==> config.mk <==
export PLATFORM = sky130hd
export DESIGN_NAME = sdram_wb_arbiter
export DESIGN_NICKNAME = d
export VERILOG_FILES = /design/src/rtl/sdram_wb_arbiter.sv
export SDC_FILE = /design/constraint.sdc
export NUM_CORES = 1
export LEC_CHECK = 0
export ABC_AREA = 1
export BUFFER_PORTS_ARGS = -buffer_cell sky130_fd_sc_hd__buf_2
export CORE_MARGIN = 2
export CORE_UTILIZATION = 35
export DETAILED_ROUTE_END_ITERATION = 7
export PLACE_DENSITY = 0.65
export SLEW_MARGIN = 10
export SYNTH_ARGS = -nofsm -noshare
export SYNTH_HDL_FRONTEND = slang
export SYNTH_SLANG_ARGS = --single-unit
==> constraint.sdc <==
create_clock -name clk -period 8.2 [get_ports clk]
set_input_delay 0.41 -clock clk [delete_from_list [all_inputs] [get_ports clk]]
set_output_delay 0.41 -clock clk [all_outputs]
set_load 0.05 [all_outputs]
==> src/rtl/sdram_wb_arbiter.sv <==
// sdram_wb_arbiter
// Three-master Wishbone arbiter in front of a single SDRAM controller port.
// Round-robin grant, one outstanding transaction, per-transaction timeout,
// and a RELEASE state that waits out the slave's multi-cycle ack so a
// stale ack is never credited to the next grant. All outputs are registered.

module sdram_wb_arbiter #(
    parameter int TIMEOUT_CYC = 1023
) (
    input  logic        clk,
    input  logic        rst,
    // Upstream masters
    input  logic [2:0]  m_cyc_i,
    input  logic [2:0]  m_stb_i,
    input  logic [2:0]  m_we_i,
    input  logic [68:0] m_addr_i,
    input  logic [95:0] m_dat_i,
    output logic [31:0] m_dat_o,
    output logic [2:0]  m_ack_o,
    output logic [2:0]  m_err_o,
    // Downstream SDRAM controller slave
    output logic [22:0] addr_o,
    output logic [31:0] dat_o,
    input  logic [31:0] dat_i,
    output logic        we_o,
    output logic        stb_o,
    output logic        cyc_o,
    input  logic        ack_i,
    // Debug
    output logic [1:0]  grant_o
);

    localparam int CNT_W = (TIMEOUT_CYC > 1) ? $clog2(TIMEOUT_CYC + 1) : 1;

    typedef enum logic [1:0] {
        IDLE    = 2'd0,
        BUSY    = 2'd1,
        RELEASE = 2'd2
    } state_t;

    state_t             state_r;
    logic [CNT_W-1:0]   cnt_r;

    logic [2:0]         req_s;
    logic [1:0]         first_s;
    logic [1:0]         second_s;
    logic [1:0]         winner_s;
    logic [22:0]        win_addr_s;
    logic [31:0]        win_dat_s;
    logic               win_we_s;

    // Next master index in round-robin order (0 -> 1 -> 2 -> 0).
    function automatic logic [1:0] rr_next(input logic [1:0] idx);
        logic [1:0] res;
        case (idx)
            2'd0:    res = 2'd1;
            2'd1:    res = 2'd2;
            default: res = 2'd0;
        endcase
        return res;
    endfunction

    // One-hot strobe for the given master index; index 3 selects nobody.
    function automatic logic [2:0] onehot3(input logic [1:0] idx);
        logic [2:0] res;
        case (idx)
            2'd0:    res = 3'b001;
            2'd1:    res = 3'b010;
            2'd2:    res = 3'b100;
            default: res = 3'b000;
        endcase
        return res;
    endfunction

    // Round-robin winner search starting just after the last grant, plus a mux of its request fields.
    always_comb begin
        req_s    = m_cyc_i & m_stb_i;
        first_s  = rr_next(grant_o);
        second_s = rr_next(first_s);
        if (req_s[first_s]) begin
            winner_s = first_s;
        end else if (req_s[second_s]) begin
            winner_s = second_s;
        end else begin
            // Last in line is the previously granted master itself.
            winner_s = grant_o;
        end
        case (winner_s)
            2'd0: begin
                win_addr_s = m_addr_i[22:0];
                win_dat_s  = m_dat_i[31:0];
                win_we_s   = m_we_i[0];
            end
            2'd1: begin
                win_addr_s = m_addr_i[45:23];
                win_dat_s  = m_dat_i[63:32];
                win_we_s   = m_we_i[1];
            end
            default: begin
                win_addr_s = m_addr_i[68:46];
                win_dat_s  = m_dat_i[95:64];
                win_we_s   = m_we_i[2];
            end
        endcase
    end

    // Arbitration FSM: grant, track the downstream transaction, time out, and wait for ack release.
    always_ff @(posedge clk or posedge rst) begin
        if (rst) begin
            state_r <= IDLE;
            cnt_r   <= '0;
            stb_o   <= 1'b0;
            cyc_o   <= 1'b0;
            we_o    <= 1'b0;
            addr_o  <= 23'd0;
            dat_o   <= 32'd0;
            m_dat_o <= 32'd0;
            m_ack_o <= 3'b000;
            m_err_o <= 3'b000;
            grant_o <= 2'd2;
        end else begin
            // Ack/err are single-cycle pulses unless re-asserted below.
            m_ack_o <= 3'b000;
            m_err_o <= 3'b000;
            case (state_r)
                IDLE: begin
                    if (|req_s) begin
                        addr_o  <= win_addr_s;
                        dat_o   <= win_dat_s;
                        we_o    <= win_we_s;
                        grant_o <= winner_s;
                        stb_o   <= 1'b1;
                        cyc_o   <= 1'b1;
                        cnt_r   <= CNT_W'(TIMEOUT_CYC);
                        state_r <= BUSY;
                    end else begin
                        stb_o   <= 1'b0;
                        cyc_o   <= 1'b0;
                        state_r <= IDLE;
                    end
                end
                BUSY: begin
                    // Ack takes priority over an expiring timeout in the same cycle.
                    if (ack_i) begin
                        if (!we_o) begin
                            m_dat_o <= dat_i;
                        end else begin
                            m_dat_o <= m_dat_o;
                        end
                        m_ack_o <= onehot3(grant_o);
                        stb_o   <= 1'b0;
                        cyc_o   <= 1'b0;
                        state_r <= RELEASE;
                    end else if (cnt_r == '0) begin
                        m_err_o <= onehot3(grant_o);
                        stb_o   <= 1'b0;
                        cyc_o   <= 1'b0;
                        state_r <= RELEASE;
                    end else begin
                        cnt_r   <= cnt_r - CNT_W'(1);
                        state_r <= BUSY;
                    end
                end
                RELEASE: begin
                    // Wait for the slave to drop its (possibly long) ack.
                    if (!ack_i) begin
                        state_r <= IDLE;
                    end else begin
                        state_r <= RELEASE;
                    end
                end
                default: begin
                    stb_o   <= 1'b0;
                    cyc_o   <= 1'b0;
                    state_r <= IDLE;
                end
            endcase
        end
    end

endmodule
==> impl_metrics.toml <==
[grt]
grt_start_max_net_pins = 66
track_usage_pct = 20.7
grt_pass1_vias = 5771
antenna_found_initial = 2
grt_pass1_wl_mm = 29.6
grt_overflow = 0

[sta]
period_minus_slack_ns = 3.07
tightest_slew_ns = 1.10
slew_headroom_pct = 26.7
fin_tns_setup_ns = 0
post-route-period-util_pct = 37.4
skew_ns = 0.00829
rsz0062_at_grt = "false"
fmax_mhz = 326
setup_viol = 0
drv_slew = 0
hold_viol = 0

[synth]
synth_edf_count = 0
yosysTopAreaCellShare_pct = 45.3
async_reset_ff_share_pct = 100
synth_seq_area_share_pct = 45.8
synth_most_common_cell = "nand2_1"
synth_common_cells = "nand2_1 (145), nand3_1 (130), dfrtp_1 (108)"
yosys_register_bits = 109
yosys-top-cells-area = "dfrtp_1 (45%), nand3_1 (11%), nand2_1 (9.1%), mux2_2 (6.0%), nand4_1 (6.0%)"
yosysWarnings = 0
synthCells = 734
syn_nets = 944
syn_area_per_cell_um2 = 8.12
synthFlopType = "dfrtp_1"
syn_area_um2 = 5960
yosys.area.top_type = "dfrtp_1"
yosys.cell_types.count = 28

[drt]
drt_pre_antenna_iters = 5
viasPerCell = 4.98
wirelength_mm = 19.4
drtIter0Drc = 234
vias = 6127
wl_per_cell_um = 15.8
drc = 0
detail-route-antenna-nets = 0

[floorplan]
num_io_pins = 307
rows = 47
start_util_pct = 35.8
chipHeight_um = 135
die_x_um = 135
die-area_um2 = 18100
core_um2 = 16600

[worst_setup_path]
crit_type = "flop to flop"
startpoint = "grant_o[1]$_DFFE_PP1P_"
crit_path_end_kind = "flop"
slowest_delay_ns = 0.56
worstRegToRegCells = 12
worstPathArrival_ns = 3.36
critPathCapture = "dat_o[20]$_DFFE_PP0P_"
rrSetupSlack_ns = 5.13
cp_max_fo = 57
reg2reg_from = "grant_o[1]$_DFFE_PP1P_"
path_cells = "inv_2 > nand2_2 > nor2_4 > nor2_4 > buf_4 > nand3_2 > nand2_2 > buf_4 > a21oi_1 > nand3_1 > nand2_1 > inv_1"
slowest_stage = "dfstp_2"
start_kind = "flop"
rr_endpoint = "dat_o[20]$_DFFE_PP0P_"
critical_path_required_ns = 8.49

[clocking]
h-tree-depth = 3
numClockSinks = 109
cts-root-buf = "clkbuf_16"
cts_inserted_buffers = 9
holdBufCountCts = 0
cts_buffer_depth = 2
cts_tree = "built"
post_cts_buffers = 0
insertion_delay_ns = 0.35
cts_resized = 0
clk_pin_slew_ns = 0.08

[run]
drv_cap = 0

[run_status]
status = "finished clean"

[placed_design]
gp_congestion = 0.815
port_buffers = 306
dpl.hpwl_mm = 13.2

[cells_and_area]
layout-drive-gt1-share_pct = 41.4
nets = 1213
fillers = 1675
syn_to_final_growth_pct = 31.5
fin_util_pct = 47.1

[pwr]
power_density_nw_per_um2 = 468
leakagePower_nw = 4.24
ir_drop_mv = 0.264

[min_path]
worstHoldPathType = "input port to asynchronous set/reset pin"
## routing by layer
layer / up-vias / GRT usage, % / routed length, µm
met5: - / 0 / 0
met4: 0 / 5.32 / 242
met3: 17 / 5.44 / 1850
met2: 303 / 36.5 / 9380
met1: 2822 / 25.4 / 7940
li1: 2985 / - / -
## registers in the layout, indices dropped and copies added (netlist names)
| signal | count |
|---|---|
| grant_o | 2 |
| state_r | 2 |
| m_dat_o | 32 |
| cyc_o | 1 |
| addr_o | 23 |
| m_err_o | 3 |
| we_o | 1 |
| m_ack_o | 3 |
| cnt_r | 10 |
| dat_o | 32 |
## power by group
group / internal, mW / switching (mW) / total, mW
clock network: 0.245 / 0.221 / 0.466
registers: 0.782 / 0.122 / 0.904
logic: 0.603 / 1.69 / 2.30
total: 1.63 / 2.04 / 3.67
## final cells by class
cell class	count	area [µm²]	area share (%)
Inverter	75	284	3.62
Tap cell	220	275	3.51
Antenna cell	2	5.00	0.0638
Clock buffer	9	225	2.87
Timing Repair Buffer	314	1590	20.3
Multi-Input combinational cell	494	2640	33.7
Sequential cell	109	2730	34.8
Clock inverter	7	91.3	1.17
## worst min-delay path by stage
stage / from / to / slack, ns / depth (start not counted)
floorplan: cnt_r[7]$_DFFE_PP0P_ / cnt_r[7]$_DFFE_PP0P_ / 0.47 / 2
global placement: m_dat_o[21]$_DFFE_PP0P_ / m_dat_o[21]$_DFFE_PP0P_ / 0.48 / 1
detailed placement: m_dat_o[15]$_DFFE_PP0P_ / m_dat_o[15]$_DFFE_PP0P_ / 0.49 / 1
CTS: rst / addr_o[11]$_DFFE_PP0P_ / 0.19 / 2
global route: rst / m_dat_o[24]$_DFFE_PP0P_ / 0.22 / 2
finish: rst / addr_o[11]$_DFFE_PP0P_ / 0.15 / 2
## cells in the final DEF, fill, tap and decap left out
master | synthesis | layout
a21oi_1 | 43 | 43
a2bb2oi_1 | 1 | 1
a31oi_1 | 1 | 1
buf_2 | 24 | 306
buf_4 | 8 | 8
bufinv_16 | 0 | 1
clkbuf_16 | 0 | 9
clkinv_8 | 0 | 1
clkinvlp_4 | 0 | 1
dfrtp_1 | 108 | 108
dfstp_2 | 1 | 1
diode_2 | 0 | 2
ha_1 | 1 | 1
inv_1 | 72 | 70
inv_2 | 3 | 4
inv_4 | 0 | 1
inv_6 | 0 | 3
inv_8 | 0 | 1
mux2_2 | 32 | 32
nand2_1 | 145 | 143
nand2_2 | 3 | 4
nand2_4 | 0 | 1
nand3_1 | 130 | 130
nand3_2 | 1 | 1
nand3b_1 | 1 | 1
nand4_1 | 57 | 57
nor2_1 | 21 | 21
nor2_4 | 2 | 2
nor3_1 | 5 | 5
o21ai_0 | 6 | 6
o21ai_1 | 2 | 2
or2_1 | 1 | 1
or2_2 | 41 | 41
xor2_1 | 1 | 1
## stage by stage
step	setup slack (ns)	instance area [µm²]	hold WS (ns)	std cells	power, mW
floorplan	4.92	5960	0.471	734	2.72
global placement	5.23	7510	0.484	1212	3.19
detailed placement	5.20	7510	0.488	1212	3.22
CTS	5.17	7830	0.186	1228	3.70
global route	4.87	7840	0.215	1229	3.91
finish	5.13	7840	0.150	1230	3.67
## logic make-up (layout without fill, tap and decap cells)
family                   Yosys count  after routing  synth area share [%]
XOR/XNOR                           1              1                 0.147
buffers and inverters            131            405                  10.1
AO/OA/AOI/OAI                     53             53                  4.53
other                              0              2                     0
multiplexers                      32             32                  6.04
flip-flops                       109            109                  45.8
adder cells (fa/ha/maj)            1              1                 0.210
AND/OR/NAND/NOR                  407            407                  33.2
## worst max-delay path, delay by kind of cell (launching register included)
kind | cells | cell delay [ns]
buffers and inverters | 4 | 1.18
AND/OR/NAND/NOR | 7 | 1.08
flip-flops | 1 | 0.56
AO/OA/AOI/OAI | 1 | 0.17
Note: power is estimated with default switching activity, not from simulation.
